**src/rtl/platform_scroll_ctrl_if.sv**
```systemverilog
// Bundle of the platform table controller's command, random-source and table-read signals.
interface platform_scroll_ctrl_if #(
    parameter int N = 16
);
    logic             start_init;
    logic             frame_tick;
    logic [3:0]       scroll_dy;
    logic             rand_req;
    logic             rand_valid;
    logic [8:0]       rand_data;
    logic [9*N-1:0]   plat_x_flat;
    logic [9*N-1:0]   plat_y_flat;
    logic             table_valid;
    logic             busy;
    logic             done;
    logic             overrun;
    logic [15:0]      score;

    // Environment side: game logic, LFSR chain and colour mapper.
    modport master (
        output start_init,
        output frame_tick,
        output scroll_dy,
        output rand_valid,
        output rand_data,
        input  rand_req,
        input  plat_x_flat,
        input  plat_y_flat,
        input  table_valid,
        input  busy,
        input  done,
        input  overrun,
        input  score
    );

    // Controller side.
    modport slave (
        input  start_init,
        input  frame_tick,
        input  scroll_dy,
        input  rand_valid,
        input  rand_data,
        output rand_req,
        output plat_x_flat,
        output plat_y_flat,
        output table_valid,
        output busy,
        output done,
        output overrun,
        output score
    );
endinterface

```
**src/rtl/platform_scroll_ctrl.sv**
```systemverilog
// Platform position table controller: builds the table from the LFSR chain on start_init,
// scrolls every slot down by scroll_dy on each frame_tick, and re-randomises slots that
// fall off the bottom of the screen (counting each such wrap in score).
module platform_scroll_ctrl #(
    parameter int N         = 16,
    parameter int Y_TOP     = 30,
    parameter int Y_SPACING = 30,
    parameter int Y_MAX     = 479,
    parameter int X_MIN     = 100,
    parameter int X_SPAN    = 400
) (
    input  logic                  Clk,
    input  logic                  Reset_n,
    platform_scroll_ctrl_if.slave bus
);
    localparam int            IW       = (N > 1) ? $clog2(N) : 1;
    localparam logic [IW-1:0] IDX_LAST = IW'(N - 1);
    localparam logic [9:0]    Y_MAX_10 = 10'(Y_MAX);
    localparam logic [9:0]    WRAP_SUB = 10'(N * Y_SPACING);
    localparam logic [8:0]    X_MIN_9  = 9'(X_MIN);
    localparam logic [8:0]    X_SPAN_9 = 9'(X_SPAN);
    localparam logic [8:0]    Y_TOP_9  = 9'(Y_TOP);
    localparam logic [8:0]    Y_STEP_9 = 9'(Y_SPACING);

    typedef enum logic [2:0] {
        S_IDLE      = 3'd0,
        S_INIT_REQ  = 3'd1,
        S_SCAN      = 3'd2,
        S_RAND_WAIT = 3'd3,
        S_DONE      = 3'd4
    } state_e;

    // Fold a raw random value into the X window; a single subtraction suffices
    // because the raw value is below 2*X_SPAN whenever X_SPAN >= 256.
    function automatic logic [8:0] xmap(input logic [8:0] r);
        logic [8:0] off;
        if (r >= X_SPAN_9) begin
            off = r - X_SPAN_9;
        end else begin
            off = r;
        end
        return X_MIN_9 + off;
    endfunction

    state_e         state_q, state_d;
    logic [IW-1:0]  idx_q;
    logic [3:0]     dy_q;
    logic [15:0]    score_q;
    logic           overrun_q;
    logic           table_valid_q;
    logic [8:0]     x_q [N];
    logic [8:0]     y_q [N];

    logic           busy_q, busy_d;
    logic           done_q, done_d;
    logic           rand_req_q, rand_req_d;

    logic           hs_s;
    logic           last_s;
    logic [9:0]     ny_s;
    logic           wrap_s;
    logic [8:0]     ny_wrap_s;
    logic [8:0]     init_y_s;
    logic [8:0]     new_x_s;
    logic [9*N-1:0] x_flat_s;
    logic [9*N-1:0] y_flat_s;

    // Per-slot arithmetic for the slot currently addressed by idx_q.
    always_comb begin
        hs_s      = rand_req_q & bus.rand_valid;
        last_s    = (idx_q == IDX_LAST);
        ny_s      = {1'b0, y_q[idx_q]} + {6'd0, dy_q};
        wrap_s    = (ny_s > Y_MAX_10);
        ny_wrap_s = 9'(ny_s - WRAP_SUB);
        init_y_s  = Y_TOP_9 + (9'(idx_q) * Y_STEP_9);
        new_x_s   = xmap(bus.rand_data);
    end

    // State register.
    always_ff @(posedge Clk or negedge Reset_n) begin
        if (!Reset_n) begin
            state_q <= S_IDLE;
        end else begin
            state_q <= state_d;
        end
    end

    // Next-state logic; start_init pre-empts everything, including a pending tick.
    always_comb begin
        state_d = state_q;
        if (bus.start_init) begin
            state_d = S_INIT_REQ;
        end else begin
            case (state_q)
                S_IDLE: begin
                    if (bus.frame_tick && table_valid_q) begin
                        state_d = S_SCAN;
                    end else begin
                        state_d = S_IDLE;
                    end
                end
                S_INIT_REQ: begin
                    if (hs_s && last_s) begin
                        state_d = S_DONE;
                    end else begin
                        state_d = S_INIT_REQ;
                    end
                end
                S_SCAN: begin
                    if (wrap_s) begin
                        state_d = S_RAND_WAIT;
                    end else if (last_s) begin
                        state_d = S_DONE;
                    end else begin
                        state_d = S_SCAN;
                    end
                end
                S_RAND_WAIT: begin
                    if (!hs_s) begin
                        state_d = S_RAND_WAIT;
                    end else if (last_s) begin
                        state_d = S_DONE;
                    end else begin
                        state_d = S_SCAN;
                    end
                end
                S_DONE: begin
                    state_d = S_IDLE;
                end
                default: begin
                    state_d = S_IDLE;
                end
            endcase
        end
    end

    // Output decode from the upcoming state so the registered outputs line up with the state.
    always_comb begin
        busy_d     = (state_d != S_IDLE);
        done_d     = (state_d == S_DONE);
        rand_req_d = (state_d == S_INIT_REQ) || (state_d == S_RAND_WAIT);
    end

    // Registered status and handshake outputs.
    always_ff @(posedge Clk or negedge Reset_n) begin
        if (!Reset_n) begin
            busy_q     <= 1'b0;
            done_q     <= 1'b0;
            rand_req_q <= 1'b0;
        end else begin
            busy_q     <= busy_d;
            done_q     <= done_d;
            rand_req_q <= rand_req_d;
        end
    end

    // Slot index, sampled scroll step, score, overrun flag and table-valid flag.
    always_ff @(posedge Clk or negedge Reset_n) begin
        if (!Reset_n) begin
            idx_q         <= '0;
            dy_q          <= 4'd0;
            score_q       <= 16'd0;
            overrun_q     <= 1'b0;
            table_valid_q <= 1'b0;
        end else if (bus.start_init) begin
            idx_q         <= '0;
            score_q       <= 16'd0;
            overrun_q     <= 1'b0;
            table_valid_q <= 1'b0;
        end else begin
            if (bus.frame_tick && (state_q != S_IDLE)) begin
                overrun_q <= 1'b1;
            end
            case (state_q)
                S_IDLE: begin
                    if (bus.frame_tick && table_valid_q) begin
                        idx_q <= '0;
                        dy_q  <= bus.scroll_dy;
                    end
                end
                S_INIT_REQ: begin
                    if (hs_s) begin
                        if (last_s) begin
                            table_valid_q <= 1'b1;
                        end else begin
                            idx_q <= idx_q + IW'(1);
                        end
                    end
                end
                S_SCAN: begin
                    if (!wrap_s && !last_s) begin
                        idx_q <= idx_q + IW'(1);
                    end
                end
                S_RAND_WAIT: begin
                    if (hs_s) begin
                        if (score_q != 16'hFFFF) begin
                            score_q <= score_q + 16'd1;
                        end
                        if (!last_s) begin
                            idx_q <= idx_q + IW'(1);
                        end
                    end
                end
                S_DONE: begin
                    idx_q <= '0;
                end
                default: begin
                    idx_q <= '0;
                end
            endcase
        end
    end

    // Position table writes: init fills X and the Y ladder, scans move Y, wraps refresh X.
    always_ff @(posedge Clk or negedge Reset_n) begin
        if (!Reset_n) begin
            for (int i = 0; i < N; i++) begin
                x_q[i] <= 9'd0;
                y_q[i] <= 9'd0;
            end
        end else if (!bus.start_init) begin
            case (state_q)
                S_INIT_REQ: begin
                    if (hs_s) begin
                        x_q[idx_q] <= new_x_s;
                        y_q[idx_q] <= init_y_s;
                    end
                end
                S_SCAN: begin
                    if (wrap_s) begin
                        y_q[idx_q] <= ny_wrap_s;
                    end else begin
                        y_q[idx_q] <= ny_s[8:0];
                    end
                end
                S_RAND_WAIT: begin
                    if (hs_s) begin
                        x_q[idx_q] <= new_x_s;
                    end
                end
                default: begin
                end
            endcase
        end
    end

    // Flatten the table onto the buses read by the colour mapper.
    always_comb begin
        x_flat_s = '0;
        y_flat_s = '0;
        for (int i = 0; i < N; i++) begin
            x_flat_s[9*i +: 9] = x_q[i];
            y_flat_s[9*i +: 9] = y_q[i];
        end
    end

    assign bus.plat_x_flat = x_flat_s;
    assign bus.plat_y_flat = y_flat_s;
    assign bus.table_valid = table_valid_q;
    assign bus.busy        = busy_q;
    assign bus.done        = done_q;
    assign bus.rand_req    = rand_req_q;
    assign bus.overrun     = overrun_q;
    assign bus.score       = score_q;

endmodule
```
**src/flat_wrapper.sv**
```systemverilog
// flat-port wrapper written by rule: the top's interface ports become plain ports
module platform_scroll_ctrl_flat 
#(
    parameter int N         = 16,
    parameter int Y_TOP     = 30,
    parameter int Y_SPACING = 30,
    parameter int Y_MAX     = 479,
    parameter int X_MIN     = 100,
    parameter int X_SPAN    = 400
)
  (Clk, Reset_n, bus_start_init, bus_frame_tick, bus_scroll_dy, bus_rand_valid, bus_rand_data, bus_rand_req, bus_plat_x_flat, bus_plat_y_flat, bus_table_valid, bus_busy, bus_done, bus_overrun, bus_score);
  platform_scroll_ctrl_if #(.N(N)) bus_i ();
  input  logic Clk;
  input  logic Reset_n;
  input wire logic [$bits(bus_i.start_init)-1:0] bus_start_init;
  input wire logic [$bits(bus_i.frame_tick)-1:0] bus_frame_tick;
  input wire logic [$bits(bus_i.scroll_dy)-1:0] bus_scroll_dy;
  input wire logic [$bits(bus_i.rand_valid)-1:0] bus_rand_valid;
  input wire logic [$bits(bus_i.rand_data)-1:0] bus_rand_data;
  output wire logic [$bits(bus_i.rand_req)-1:0] bus_rand_req;
  output wire logic [$bits(bus_i.plat_x_flat)-1:0] bus_plat_x_flat;
  output wire logic [$bits(bus_i.plat_y_flat)-1:0] bus_plat_y_flat;
  output wire logic [$bits(bus_i.table_valid)-1:0] bus_table_valid;
  output wire logic [$bits(bus_i.busy)-1:0] bus_busy;
  output wire logic [$bits(bus_i.done)-1:0] bus_done;
  output wire logic [$bits(bus_i.overrun)-1:0] bus_overrun;
  output wire logic [$bits(bus_i.score)-1:0] bus_score;
  assign bus_i.start_init = bus_start_init;
  assign bus_i.frame_tick = bus_frame_tick;
  assign bus_i.scroll_dy = bus_scroll_dy;
  assign bus_i.rand_valid = bus_rand_valid;
  assign bus_i.rand_data = bus_rand_data;
  assign bus_rand_req = bus_i.rand_req;
  assign bus_plat_x_flat = bus_i.plat_x_flat;
  assign bus_plat_y_flat = bus_i.plat_y_flat;
  assign bus_table_valid = bus_i.table_valid;
  assign bus_busy = bus_i.busy;
  assign bus_done = bus_i.done;
  assign bus_overrun = bus_i.overrun;
  assign bus_score = bus_i.score;
  platform_scroll_ctrl #(.N(N), .Y_TOP(Y_TOP), .Y_SPACING(Y_SPACING), .Y_MAX(Y_MAX), .X_MIN(X_MIN), .X_SPAN(X_SPAN)) u_core (.Clk(Clk), .Reset_n(Reset_n), .bus(bus_i));
endmodule
```
**config.mk**
```make
export PLATFORM = sky130hd
export DESIGN_NAME = platform_scroll_ctrl_flat
export DESIGN_NICKNAME = d
export VERILOG_FILES = /design/src/rtl/platform_scroll_ctrl_if.sv /design/src/rtl/platform_scroll_ctrl.sv /design/src/flat_wrapper.sv
export SDC_FILE = /design/constraint.sdc
export NUM_CORES = 1
export LEC_CHECK = 0
export CAP_MARGIN = 20
export CORE_MARGIN = 1.5
export CORE_UTILIZATION = 46
export DETAILED_ROUTE_END_ITERATION = 10
export PLACE_DENSITY = 0.87
export SETUP_SLACK_MARGIN = 0.15
export SLEW_MARGIN = 40
export SYNTH_ARGS = -nofsm -noshare
export SYNTH_HDL_FRONTEND = slang
export SYNTH_SLANG_ARGS = --single-unit
```
**constraint.sdc**
```tcl
create_clock -name Clk -period 4.9 [get_ports Clk]
set_input_delay 1.47 -clock Clk [delete_from_list [all_inputs] [get_ports Clk]]
set_output_delay 1.47 -clock Clk [all_outputs]
set_load 0.1 [all_outputs]
```
==> qor_table.md, run 1 <==
| Group | Quantity | This run |
|---|---|---|
| hold path | Number of stages on the worst hold path | 2 |
| cells and area | Post-layout nets | 1679 |
| sta | Max Transition Viols Final | 0 |
| floorplanning | Core area | 0.0307 sq mm |
| critical path | Critical Path End Type | register |
| clock network | Buffer type at the clock tree root | sky130_fd_sc_hd__clkbuf_16 |
| logic synthesis | Cell accounting for the most synthesized area | sky130_fd_sc_hd__dfrtp_1 |
| clock network | Max Buffers Root-to-Sink | 3 |
| power and ir drop | Part of the power in combinational logic | 0.432 |
| placement | Gpl congestion | 0.933 |
| logic synthesis | Post-synthesis cell area | 0.0144 sq mm |
| power and ir drop | Leakage power of the design | 0.00917 uW |
| sta | Final period demand of the worst path | 4.56 ns |
| logic synthesis | Post-synthesis cell count | 1309 |
| sta | Transition at the pin with the smallest max-transition slack | 0.808 ns |
| drt | Number of vias in the routed layout | 11700 |
| power and ir drop | Power density cells | 592 mW/mm^2 |
| power and ir drop | Maximum VDD drop | 619 uV |
| global routing | Global-route wire length before repair | 68500 um |
| clock network | Clock tree from TritonCTS | yes |
| cells and area | Layout-stage area growth over the synthesis result | 23.7% |
| logic synthesis | Sequential element share of the synthesized area | 0.555 |
| run status | Failing checks | design-rule violations |
| critical path | Critical register-to-register path endpoint | u_core.bus.plat_y_flat[123] |
| drt | Via density | 5.72 |
| global routing | Maximum number of pins on one net before global-route repair | 105 |
| floorplanning | Standard-cell rows | 64 |
| sta | Unrepaired setup endpoints after global routing | no |
| clock network | Number of CTS-inserted buffers | 35 |
| critical path | Setup slack of the worst register-to-register path | 0.34 ns |
| power and ir drop | Part of the power in the clock network | 0.250 |
| logic synthesis | Syn Nets | 1362 |
| drt | DR pass1 iterations | 10 |
| drt | Residual DRC | 6 |
| global routing | Sum of overflow across all layers after global routing | 0 |
| floorplanning | Die area | 0.0325 sq mm |
| power and ir drop | Switching share of total power | 0.493 |
| floorplanning | Top-Level Pins | 327 |
| job | Total of max-cap violations | 0 |
| critical path | Reg-to-Reg Start | u_core.idx_q[1] |
| global routing | Total global routing track utilization | 0.273 |
| cells and area | Inserted Diodes | 0 |
| logic synthesis | Share of synthesized flip-flops with an asynchronous set or reset | 1.00 |
| sta | Portion of the clock cycle consumed by the worst path in the final layout | 0.931 |
| sta | Hold violation count in the final report | 0 |
| placement | I/O Buffers | 326 |
| logic synthesis | Syn avg cell area | 11.0 sq um |
| clock network | Hold_buf cts | 0 |
| drt | Wire length reported by the detailed router | 44300 um |
| clock network | Clock insertion delay at the later pin of the skew report | 0.52 ns |
| critical path | Required @ worst endpoint | 5.25 ns |
| cells and area | Fraction of layout instances using a drive strength above 1 | 0.312 |
| critical path | Worst Reg-to-Reg Cells | 15 |
| logic synthesis | Number of flops mapped to enable cells by yosys | 0 |
| hold path | Worst hold path class | register to register |
| drt | Wire per inst | 21.6 um |
| clock network | Clock sink count | 320 |
| critical path | Arrival time at the worst endpoint | 4.92 ns |
| sta | Max Clk Rate | 0.219 GHz |
| floorplanning | Starting density of the core | 0.469 |
| critical path | Maximum fanout along the worst path | 23 |
| power and ir drop | Internal power consumption | 5360 uW |
| logic synthesis | Share of the synthesized area in the top cell type | 0.555 |
| power and ir drop | Share of power burned in registers | 0.318 |
| floorplanning | Die height | 180 um |
| placement | HPWL Detailed | 32100 um |
| clock network | Post-CTS clock slew at the launch and capture registers of the worst setup and hold paths | 0.06 ns |
| hold path | Worst min-delay path endpoint | u_core.bus.plat_x_flat[87] |
| drt | Remaining antenna violation count | 0 |
| sta | Slew Limit Headroom | 0.461 |
| run status | Result of the run | complete, but fails checks |
| floorplanning | Width of the die | 180 um |
| logic synthesis | Unique cell type count in the Yosys netlist | 66 |
| cells and area | Core occupancy in the finished layout | 0.581 |
| logic synthesis | Synthesis warning total | 0 |
| logic synthesis | Leading post-synthesis cells by cell area | sky130_fd_sc_hd__dfrtp_1 55%, sky130_fd_sc_hd__o21ai_0 7.0%, sky130_fd_sc_hd__nand2_1 6.9%, sky130_fd_sc_hd__mux2_2 5.1%, sky130_fd_sc_hd__mux4_2 4.2% |
| hold path | Startpoint of the lowest-slack hold path | u_core.bus.plat_x_flat[87] |
| power and ir drop | Net switching power figure | 5220 uW |
| global routing | Number of antenna violations at the first check in global routing | 2 |
| sta | Clock Skew | 0.0163 ns |
| global routing | Number of global-route vias before repair | 11400 |
| logic synthesis | Flip-flop and latch count after synthesis | 320 |
| logic synthesis | Primary flip-flop cell chosen by synthesis mapping | sky130_fd_sc_hd__dfrtp_1 |
| critical path | Startpoint types | register |
| drt | Detailed Route Iter0 Violations | 1002 |
| clock network | CTS HTree Levels | 2 |
| power and ir drop | Total power | 10600 uW |
| sta | Setup violators final | 0 |
| critical path | Critical path start-end classification | register to register |
| sta | Setup TNS | 0 ns |
-- logic make-up after synthesis --
family	after synthesis	synth area share
adders and majority gates	35	0.0335
buffers and inverters	117	0.0341
AOI/OAI and AO/OA	294	0.115
xor gates and xnor gates	33	0.0200
DFF	320	0.555
muxes	125	0.130
and+or+nand+nor	385	0.113
-- cell usage after synthesis (all sizes together) (2+ instances only) --
| cell type | count |
|---|---|
| a2111oi | 2 |
| a211oi | 4 |
| a21o | 7 |
| a21oi | 21 |
| a221oi | 2 |
| a22oi | 3 |
| a31oi | 7 |
| and2 | 11 |
| and3 | 2 |
| and4 | 2 |
| buf | 14 |
| clkbuf | 70 |
| dfrtp | 320 |
| fa | 6 |
| ha | 29 |
| inv | 33 |
| mux2 | 65 |
| mux2i | 20 |
| mux4 | 40 |
| nand2 | 266 |
| nand2b | 4 |
| nand3 | 34 |
| nand3b | 3 |
| nand4 | 6 |
| nor2 | 37 |
| nor2b | 4 |
| nor3 | 5 |
| o211ai | 2 |
| o21ai | 214 |
| o31a | 3 |
| o31ai | 18 |
| or2 | 2 |
| or3 | 5 |
| xnor2 | 19 |
| xor2 | 14 |
-- how the worst max path moves through the flow --
| stage | from | to | slack, ns | cells past startpoint |
|---|---|---|---|---|
| floorplan | u_core.idx_q[0] | u_core.bus.plat_y_flat[24] | 0.18 | 20 |
| global placement | u_core.idx_q[0] | u_core.bus.plat_y_flat[6] | 0.38 | 15 |
| detailed placement | u_core.idx_q[0] | u_core.bus.plat_y_flat[24] | 0.32 | 15 |
| CTS | u_core.idx_q[0] | u_core.bus.plat_y_flat[123] | 0.17 | 15 |
| global route | u_core.idx_q[0] | u_core.bus.plat_y_flat[60] | 0.16 | 15 |
| finish | u_core.idx_q[1] | u_core.bus.plat_y_flat[123] | 0.34 | 15 |
-- metrics by stage --
step                      cells  instance area, sq um  worst slack (ns)  hold slack (ns)
after detailed placement   1980                 16600             0.324            0.464
after CTS                  2042                 17800             0.170            0.477
after global routing       2047                 17900             0.156            0.502
final                      2047                 17900             0.336            0.474
after floorplan            1309                 14400             0.183            0.486
after global placement     1980                 18100             0.381            0.461
-- state kept, by name, summed over array words and instances, names as in the netlist --
signal / cells
u_core.bus.score: 16
u_core.idx_q: 4
u_core.bus.rand_req: 1
u_core.bus.table_valid: 1
u_core.bus.plat_y_flat: 144
u_core.bus.plat_x_flat: 144
u_core.bus.overrun: 1
u_core.bus.done: 1
u_core.dy_q: 4
u_core.state_q: 3
u_core.bus.busy: 1
-- per-layer routing --
| layer | part of all wire | GRT usage | wire [um] | vias up |
|---|---|---|---|---|
| li1 | - | - | - | 5197 |
| met1 | 0.40 | 0.372 | 17900 | 5739 |
| met2 | 0.47 | 0.424 | 20600 | 613 |
| met3 | 0.072 | 0.0447 | 3170 | 148 |
| met4 | 0.059 | 0.141 | 2610 | 4 |
| met5 | 0.00063 | 0 | 28 | - |
-- power by group through the flow --
| stage | clock, uW | combinational [uW] | sequential (uW) |
|---|---|---|---|
| final | 2650 | 4570 | 3360 |
| after global routing | 2790 | 4720 | 3400 |
| after CTS | 2670 | 4550 | 3350 |
| after detailed placement | 0 | 4530 | 3390 |
| after global placement | 0 | 4840 | 3390 |
| after floorplan | 0 | 857 | 6100 |
-- area by class of cell --
type	instances	area [sq um]
repair buffers	364	2080
well taps	396	495
clock buffers	53	1080
multi-input cells	872	5980
inverters	33	124
flip-flops and latches	320	8010
clock inverters	9	90.1
fillers	2573	12900
-- repair_timing --
action                     4_1_cts  5_1_grt
setup buffers                    0        4
setup endpoints to repair        0       16
gates resized for setup          0        6
-- worst max-delay path, cell delays in order (launching register included) --
cell                       delay, ns
sky130_fd_sc_hd__dfrtp_2        0.73
sky130_fd_sc_hd__mux4_2         0.43
sky130_fd_sc_hd__mux4_2         0.48
sky130_fd_sc_hd__ha_1           0.23
sky130_fd_sc_hd__fa_1           0.40
sky130_fd_sc_hd__a21o_1         0.21
sky130_fd_sc_hd__a21oi_1        0.24
sky130_fd_sc_hd__a21oi_2        0.09
sky130_fd_sc_hd__nand2_1        0.12
sky130_fd_sc_hd__xnor2_1        0.08
sky130_fd_sc_hd__ha_1           0.35
sky130_fd_sc_hd__a2111o_1       0.31
sky130_fd_sc_hd__a21oi_1        0.19
sky130_fd_sc_hd__o41ai_2        0.10
sky130_fd_sc_hd__o31ai_4        0.22
sky130_fd_sc_hd__o21ai_1        0.21
-- layout by cell type (no fill, tap or decap), types with 3 or more instances in the layout --
master,instances
sky130_fd_sc_hd__nand3b_1,3
sky130_fd_sc_hd__a21oi_2,3
sky130_fd_sc_hd__ha_1,28
sky130_fd_sc_hd__a22oi_1,3
sky130_fd_sc_hd__clkbuf_1,7
sky130_fd_sc_hd__nand3_1,33
sky130_fd_sc_hd__buf_4,33
sky130_fd_sc_hd__clkbuf_8,9
sky130_fd_sc_hd__mux2_2,65
sky130_fd_sc_hd__a21oi_1,18
sky130_fd_sc_hd__a21o_1,7
sky130_fd_sc_hd__clkdlybuf4s50_1,16
sky130_fd_sc_hd__mux2i_1,20
sky130_fd_sc_hd__xor2_1,14
sky130_fd_sc_hd__dfrtp_1,318
sky130_fd_sc_hd__nor2b_1,4
sky130_fd_sc_hd__mux4_2,27
sky130_fd_sc_hd__o21ai_1,11
sky130_fd_sc_hd__xnor2_1,19
sky130_fd_sc_hd__fa_1,6
sky130_fd_sc_hd__inv_1,32
sky130_fd_sc_hd__nand2b_1,4
sky130_fd_sc_hd__nor3_1,5
sky130_fd_sc_hd__a31oi_1,7
sky130_fd_sc_hd__clkbuf_16,37
sky130_fd_sc_hd__o31ai_1,17
sky130_fd_sc_hd__buf_12,4
sky130_fd_sc_hd__clkinv_2,5
sky130_fd_sc_hd__o31a_1,3
sky130_fd_sc_hd__nand4_1,6
sky130_fd_sc_hd__and2_1,9
sky130_fd_sc_hd__or3_1,5
sky130_fd_sc_hd__mux4_1,13
sky130_fd_sc_hd__nand2_1,266
sky130_fd_sc_hd__o21ai_0,201
sky130_fd_sc_hd__buf_2,309
sky130_fd_sc_hd__nor2_1,35
Note: power is estimated with default switching activity, not from simulation.
==> inputs of run 2 (changes only) <==
--- a/config.mk
+++ b/config.mk
@@ -6,10 +6,11 @@
 export NUM_CORES = 1
 export LEC_CHECK = 0
 export CAP_MARGIN = 20
-export CORE_MARGIN = 1.5
-export CORE_UTILIZATION = 46
+export CELL_PAD_IN_SITES_DETAIL_PLACEMENT = 1
+export CELL_PAD_IN_SITES_GLOBAL_PLACEMENT = 2
+export CORE_UTILIZATION = 32
 export DETAILED_ROUTE_END_ITERATION = 10
-export PLACE_DENSITY = 0.87
+export PLACE_DENSITY = 0.9
 export SETUP_SLACK_MARGIN = 0.15
 export SLEW_MARGIN = 40
 export SYNTH_ARGS = -nofsm -noshare
==> constraint.sdc (replaced) <==
create_clock -name Clk -period 5 [get_ports Clk]
set_input_delay 1.5 -clock Clk [delete_from_list [all_inputs] [get_ports Clk]]
set_output_delay 1.5 -clock Clk [all_outputs]
set_load 0.1 [all_outputs]
==> run 2 against run 1 <==
Compared with the run above: the run now ends clean; total power decreased by 1.2%; clock-buffer cell count increased by 5; flip-flop and latch count unchanged; largest cell class unchanged.
==> qor_table.md, run 2 (same netlist as run 1, synthesis figures left out) <==
| Group | Quantity | This run | vs previous |
|---|---|---|---|
| cells and area | Most common library cell in the layout ignoring fill and taps | sky130_fd_sc_hd__dfrtp_1 |  |
| critical path | Worst Reg-to-Reg Cells | 12 | -3 |
| global routing | Met1 track demand over resource | 0.289 | -0.0832 |
| placement | I/O Buffers | 326 | unchanged |
| power and ir drop | Power density cells | 578 mW/mm^2 | -2.5% |
| global routing | Global-route wire length before repair | 78700 um | +15% |
| global routing | Maximum number of pins on one net before global-route repair | 83 | -21% |
| cells and area | Number of cells in the finished layout apart from fillers | 2252 | +10% |
| sta | Clock Skew | 0.0196 ns | +0.00334 ns |
| critical path | Setup slack of the worst register-to-register path | 0.28 ns | -0.06 ns |
| floorplanning | Core area | 0.0443 sq mm | +44% |
| floorplanning | Width of the die | 214 um | +19% |
| placement | Placed insts | 2179 | +10% |
| drt | Via density | 5.13 | -10% |
| floorplanning | Standard-cell rows | 77 | +20% |
| cells and area | Top library cells by usage in the layout, fill and taps aside | 318 x sky130_fd_sc_hd__dfrtp_1, 309 x sky130_fd_sc_hd__buf_2, 266 x sky130_fd_sc_hd__nand2_1, 201 x sky130_fd_sc_hd__o21ai_0, 65 x sky130_fd_sc_hd__mux2_2 |  |
| clock network | Post-CTS clock slew at the launch and capture registers of the worst setup and hold paths | 0.06 ns | about the same |
| global routing | GR met3 Demand/Resource | 0.0423 | -0.00240 |
| drt | Number of vias in the routed layout | 11500 | -1.3% |
| clock network | Buffer type at the clock tree root | sky130_fd_sc_hd__clkbuf_16 |  |
| hold path | Worst hold path class | register to register |  |
| sta | Max Transition Viols Final | 0 | unchanged |
| cells and area | Layout-stage area growth over the synthesis result | 25.3% |  |
| clock network | Clock tree from TritonCTS | yes |  |
| drt | Detailed Route Iter0 Violations | 720 | -28% |
| placement | Area after DPL | 0.0169 sq mm | +1.5% |
| power and ir drop | Leakage power of the design | 0.00918 uW | +0.17% |
| critical path | Critical path start-end classification | register to register |  |
| global routing | Peak-usage layer in the global routing report | met2 |  |
| floorplanning | Die height | 214 um | +19% |
| sta | Setup violators final | 0 | unchanged |
| cells and area | Fraction of layout instances using a drive strength above 1 | 0.310 | -0.00169 |
| placement | HPWL Detailed | 37700 um | +18% |
| global routing | Total global routing track utilization | 0.223 | -0.0498 |
| cells and area | Inserted Diodes | 0 | unchanged |
| drt | Wire per inst | 22.7 um | +4.8% |
| global routing | Sum of overflow across all layers after global routing | 0 | unchanged |
| critical path | Maximum fanout along the worst path | 16 | -30% |
| global routing | Met2 routing resource usage after global routing | 0.366 | -0.0577 |
| critical path | Required @ worst endpoint | 5.37 ns | +0.12 ns |
| critical path | Critical Path End Type | register |  |
| sta | Portion of the clock cycle consumed by the worst path in the final layout | 0.944 | +0.0129 |
| floorplanning | Die area | 0.0460 sq mm | +42% |
| drt | Residual DRC | 0 | -6 |
| clock network | Max Buffers Root-to-Sink | 3 | unchanged |
| floorplanning | Top-Level Pins | 327 | unchanged |
| cells and area | Sequential Area | 0.00802 sq mm | about the same |
| run status | Result of the run | finished, final reports clean |  |
| cells and area | Number of filler instances in the final layout | 5004 | +94% |
| drt | Wire length reported by the detailed router | 51000 um | +15% |
| floorplanning | Starting density of the core | 0.326 | -0.144 |
| global routing | Number of antenna violations at the first check in global routing | 0 | -2 |
| cells and area | Final design area excluding fillers | 0.0181 sq mm | +1.3% |
| drt | Remaining antenna violation count | 0 | unchanged |
| clock network | CTS HTree Levels | 2 | unchanged |
| sta | Worst Setup Slack, final | 0.278 ns | -0.0577 ns |
| sta | Max Clk Rate | 0.212 GHz | -3.3% |
| clock network | Hold_buf cts | 0 | unchanged |
| critical path | Startpoint types | register |  |
| sta | Unrepaired setup endpoints after global routing | no |  |
| cells and area | Post-layout nets | 1686 | +0.42% |
| critical path | Reg-to-Reg Start | u_core.idx_q[0] |  |
| clock network | Number of CTS-inserted buffers | 37 | +5.7% |
| sta | Hold violation count in the final report | 0 | unchanged |
| global routing | Number of global-route vias before repair | 12400 | +8.7% |
| sta | Final period demand of the worst path | 4.72 ns | +0.158 ns |
| sta | Slew Limit Headroom | 0.406 | -0.0547 |
| drt | DR pass1 iterations | 5 | -5 |
| placement | Worst slack, placed | 0.124 ns | -0.200 ns |
| critical path | Critical register-to-register path endpoint | u_core.bus.plat_y_flat[51] |  |
| sta | Transition at the pin with the smallest max-transition slack | 0.869 ns | +0.0605 ns |
| hold path | Number of stages on the worst hold path | 2 | unchanged |
| sta | Setup TNS | 0 ns | unchanged |
| cells and area | Multi-input combinational cell area | 0.00597 sq mm | -0.21% |
| clock network | Clock insertion delay at the later pin of the skew report | 0.54 ns | +0.02 ns |
| job | Total of max-cap violations | 0 | unchanged |
| clock network | Clock sink count | 320 | unchanged |
| hold path | Startpoint of the lowest-slack hold path | u_core.bus.plat_x_flat[135] |  |
| critical path | Arrival time at the worst endpoint | 5.09 ns | +0.17 ns |
| placement | Gpl congestion | 0.889 | -4.7% |
| power and ir drop | Maximum VDD drop | 674 uV | +8.8% |
| hold path | Worst min-delay path endpoint | u_core.bus.plat_x_flat[135] |  |
-- run 2: cell types whose count changed in the layout (fill, tap and decap cells not counted), moves of 2 or more --
cell	change
sky130_fd_sc_hd__a21oi_1	+2
sky130_fd_sc_hd__a21oi_2	-2
sky130_fd_sc_hd__buf_4	+7
sky130_fd_sc_hd__clkbuf_1	+5
sky130_fd_sc_hd__clkinv_2	+2
sky130_fd_sc_hd__clkinvlp_4	-2
-- run 2: cell type report --
| class | instances | share of cell area |
|---|---|---|
| inverter | 33 | 0.00685 |
| sequential | 320 | 0.443 |
| timing repair buffer | 369 | 0.115 |
| clock inverter | 8 | 0.00284 |
| multi-input combinational | 872 | 0.330 |
| tap | 592 | 0.0410 |
| clock buffer | 58 | 0.0612 |
-- run 2: how the worst max path moves through the flow --
stage	startpoint	endpoint	slack [ns]	depth (start not counted)
4_1_cts	u_core.idx_q[0]	u_core.bus.plat_y_flat[51]	0.18	13
3_5_place_dp	u_core.idx_q[0]	u_core.bus.plat_y_flat[51]	0.12	14
6_report	u_core.idx_q[0]	u_core.bus.plat_y_flat[51]	0.28	12
2_1_floorplan	u_core.idx_q[1]	u_core.bus.plat_y_flat[24]	0.20	20
3_3_place_gp	u_core.idx_q[0]	u_core.bus.plat_y_flat[15]	0.37	14
5_1_grt	u_core.idx_q[0]	u_core.bus.plat_y_flat[51]	0.18	12
-- run 2: timing repair --
item / in CTS / in global routing
resized for setup: 1 / 4
buffers inserted: 0 / 7
endpoints found under the setup margin: 6 / 16
pin swaps: 0 / 0
-- run 2: critical path, cell delays in order (launching register included) --
cell and delay [ns]:
sky130_fd_sc_hd__dfrtp_4 0.58, sky130_fd_sc_hd__buf_4 0.33, sky130_fd_sc_hd__mux4_2 0.54, sky130_fd_sc_hd__mux4_2 0.46, sky130_fd_sc_hd__ha_1 0.34, sky130_fd_sc_hd__a21o_1 0.20
sky130_fd_sc_hd__a21oi_1 0.32, sky130_fd_sc_hd__a21oi_2 0.08, sky130_fd_sc_hd__buf_4 0.20, sky130_fd_sc_hd__a2111oi_0 0.77, sky130_fd_sc_hd__o41ai_2 0.22, sky130_fd_sc_hd__o31ai_4 0.24
sky130_fd_sc_hd__o21ai_0 0.26
-- run 2: where the power goes --
group | internal, uW | switching [uW]
sequential | 2970 | 344
combinational | 742 | 3790
clock | 1520 | 1090
total | 5230 | 5220
-- run 2: per-stage QoR --
step | hold slack, ns | total power (uW) | util
5_1_grt | 0.493 | 10800 | 0.408
6_report | 0.472 | 10500 | 0.408
3_3_place_gp | 0.462 | 8140 | 0.415
2_1_floorplan | 0.486 | 6810 | -
3_5_place_dp | 0.463 | 7860 | 0.380
4_1_cts | 0.477 | 10500 | 0.407
-- run 2: layer usage --
layer	share of wire	vias up	wire length (um)
met1	0.43	5941	21800
met5	0	-	0
li1	-	5204	-
met3	0.047	101	2420
met2	0.49	301	24800
met4	0.040	0	2030
==> inputs of run 3 (changes only) <==
==> constraint.sdc (replaced) <==
create_clock -name Clk -period 5 [get_ports Clk]
set_input_delay 1.5 -clock Clk [delete_from_list [all_inputs] [get_ports Clk]]
set_output_delay 1.5 -clock Clk [all_outputs]
set_load 0.02 [all_outputs]
==> run 3 against run 2 <==
Compared with the run above: final cell count hardly changed; flip-flop and latch count stayed put; sequential share of layout area is 3.8 points lower; non-clock buffer count stayed put; via count is 1.8% higher; core utilization is 3.8 points higher; clock power is 10% higher; critical path type unchanged; worst setup slack better by 0.13 ns.
==> qor_table.md, run 3 (same netlist as run 1, synthesis figures left out) <==
| Group | Quantity | This run | vs previous |
|---|---|---|---|
| global routing | Sum of overflow across all layers after global routing | 0 | unchanged |
| sta | Setup TNS | 0 ns | unchanged |
| drt | DR pass1 iterations | 5 | unchanged |
| floorplanning | Die height | 214 um | unchanged |
| clock network | Clock sink count | 320 | unchanged |
| clock network | Clock insertion delay at the later pin of the skew report | 0.57 ns | +0.03 ns |
| sta | Slew Limit Headroom | 0.463 | +0.0571 |
| sta | Clock Skew | 0.0252 ns | +0.00558 ns |
| sta | Unrepaired setup endpoints after global routing | no |  |
| cells and area | Sequential Area | 0.00802 sq mm | unchanged |
| clock network | Buffer type at the clock tree root | sky130_fd_sc_hd__clkbuf_16 |  |
| critical path | Start point of the critical path | u_core.idx_q[0] |  |
| drt | Via density | 5.22 | +1.7% |
| drt | Remaining antenna violation count | 0 | unchanged |
| sta | Setup violators final | 0 | unchanged |
| sta | Max Transition Viols Final | 0 | unchanged |
| sta | Transition at the pin with the smallest max-transition slack | 0.803 ns | -0.0655 ns |
| critical path | Arrival time at the worst endpoint | 4.99 ns | -0.10 ns |
| clock network | CTS HTree Levels | 2 | unchanged |
| cells and area | Top library cells by usage in the layout, fill and taps aside | 325 x sky130_fd_sc_hd__clkdlybuf4s50_1, 318 x sky130_fd_sc_hd__dfrtp_1, 266 x sky130_fd_sc_hd__nand2_1, 201 x sky130_fd_sc_hd__o21ai_0, 65 x sky130_fd_sc_hd__mux2_2 |  |
| clock network | Max Buffers Root-to-Sink | 3 | unchanged |
| global routing | Global-route wire length before repair | 79600 um | +1.2% |
| clock network | Clock tree from TritonCTS | yes |  |
| drt | Detailed Route Iter0 Violations | 802 | +11% |
| global routing | Number of antenna violations at the first check in global routing | 1 | +1 |
| clock network | Post-CTS clock slew at the launch and capture registers of the worst setup and hold paths | 0.06 ns | about the same |
| floorplanning | Starting density of the core | 0.326 | unchanged |
| global routing | Maximum number of pins on one net before global-route repair | 83 | unchanged |
| drt | Number of vias in the routed layout | 11800 | +1.8% |
| cells and area | Layout-stage area growth over the synthesis result | 36.9% |  |
| cells and area | Fraction of layout instances using a drive strength above 1 | 0.128 | -0.182 |
| floorplanning | Core area | 0.0443 sq mm | unchanged |
| placement | Worst slack, placed | 0.245 ns | +0.121 ns |
| power and ir drop | Leakage power of the design | 0.00874 uW | -4.8% |
| drt | Wire per inst | 23.1 um | +1.8% |
| global routing | Number of global-route vias before repair | 12700 | +2.4% |
| cells and area | Most common library cell in the layout ignoring fill and taps | sky130_fd_sc_hd__clkdlybuf4s50_1 |  |
| job | Total of max-cap violations | 0 | unchanged |
| drt | Wire length reported by the detailed router | 52000 um | +1.8% |
| power and ir drop | Power density cells | 444 mW/mm^2 | -23% |
| cells and area | Number of filler instances in the final layout | 4833 | -3.4% |
| cells and area | Post-layout nets | 1686 | unchanged |
| critical path | Maximum fanout along the worst path | 17 | +1 |
| placement | I/O Buffers | 326 | unchanged |
| floorplanning | Die area | 0.0460 sq mm | unchanged |
| power and ir drop | Maximum VDD drop | 311 uV | -54% |
| sta | Hold violation count in the final report | 0 | unchanged |
| cells and area | Inserted Diodes | 0 | unchanged |
| clock network | Number of CTS-inserted buffers | 37 | unchanged |
| placement | HPWL Detailed | 37800 um | +0.18% |
| critical path | Reg-to-Reg Start | u_core.idx_q[0] |  |
| floorplanning | Top-Level Pins | 327 | unchanged |
| floorplanning | Width of the die | 214 um | unchanged |
| sta | Final period demand of the worst path | 4.60 ns | -0.127 ns |
| global routing | Total global routing track utilization | 0.226 | +0.00331 |
| drt | Residual DRC | 0 | unchanged |
| placement | Gpl congestion | 0.889 | unchanged |
| critical path | Startpoint types | register |  |
| hold path | Worst hold path class | register to register |  |
| floorplanning | Standard-cell rows | 77 | unchanged |
| cells and area | Multi-input combinational cell area | 0.00597 sq mm | unchanged |
| critical path | Required @ worst endpoint | 5.39 ns | +0.02 ns |
| run status | Result of the run | finished, final reports clean |  |
| sta | Portion of the clock cycle consumed by the worst path in the final layout | 0.919 | -0.0253 |
| critical path | Setup slack of the worst register-to-register path | 0.40 ns | +0.13 ns |
| sta | Worst Setup Slack, final | 0.405 ns | +0.127 ns |
| sta | Max Clk Rate | 0.218 GHz | +2.8% |
| critical path | Critical Path End Type | register |  |
| hold path | Startpoint of the lowest-slack hold path | u_core.bus.plat_x_flat[76] |  |
| critical path | Critical path start-end classification | register to register |  |
run 3: changes by cell type in the layout (fill, tap and decap cells not counted), moves of 4 or more:
cell	change
sky130_fd_sc_hd__clkdlybuf4s50_1	+309
sky130_fd_sc_hd__bufinv_16	+4
sky130_fd_sc_hd__clkbuf_1	-6
sky130_fd_sc_hd__buf_2	-309
run 3: cell type report:
class	count	share of cell area
clock buffers	52	0.0548
clock inverters	15	0.0105
inverters	33	0.00627
multi-input cells	872	0.302
flip-flops and latches	320	0.406
well taps	592	0.0375
repair buffers	369	0.184
run 3: metrics by stage:
step / area [sq um] / util / cells / hold slack, ns / total power [uW]
2_1_floorplan: 14400 / - / 1309 / 0.486 / 4520
6_report: 19800 / 0.446 / 2253 / 0.481 / 8770
4_1_cts: 19700 / 0.444 / 2246 / 0.483 / 8820
3_3_place_gp: 18400 / 0.415 / 2179 / 0.462 / 5820
3_5_place_dp: 18400 / 0.415 / 2179 / 0.470 / 5910
5_1_grt: 19800 / 0.446 / 2253 / 0.498 / 9120
run 3: critical path, stage by stage, from the launching register on:
cell and delay [ns]:
sky130_fd_sc_hd__dfrtp_4 0.59, sky130_fd_sc_hd__buf_4 0.33, sky130_fd_sc_hd__mux4_2 0.55, sky130_fd_sc_hd__mux4_2 0.46, sky130_fd_sc_hd__ha_1 0.33, sky130_fd_sc_hd__a21o_1 0.20
sky130_fd_sc_hd__a21oi_1 0.32, sky130_fd_sc_hd__a21oi_2 0.07, sky130_fd_sc_hd__xnor2_1 0.15, sky130_fd_sc_hd__ha_1 0.30, sky130_fd_sc_hd__a2111oi_1 0.45, sky130_fd_sc_hd__o41ai_2 0.18
sky130_fd_sc_hd__o31ai_4 0.25, sky130_fd_sc_hd__o21ai_0 0.24
run 3: path summary, 6_finish.rpt:
kind | to | cells after the start
min in group asynchronous | u_core.bus.score[8] | 1
hold reg to reg | u_core.bus.plat_x_flat[76] | 2
setup / recovery | u_core.bus.plat_y_flat[6] | 13
hold / removal | u_core.bus.plat_x_flat[76] | 2
max in group asynchronous | u_core.bus.plat_x_flat[41] | 2
setup reg to reg | u_core.bus.plat_y_flat[6] | 13
run 3: power breakdown:
group,switching [uW],internal (uW)
combinational,1460,1110
clock,1140,1730
sequential,355,2970
run 3: timing repair:
item	in CTS	in global routing
hold buffers	0	0
resized for setup	0	4
buffers inserted	0	7
setup endpoints to repair	0	19
run 3: layer usage:
metal,vias up,global-route usage,share of wire,wire length [um]
li1,5217,-,-,-
met3,124,0.0470,0.050,2590
met1,6067,0.285,0.42,21700
met2,342,0.373,0.49,25300
met5,-,0,0,0
met4,0,0.104,0.045,2350
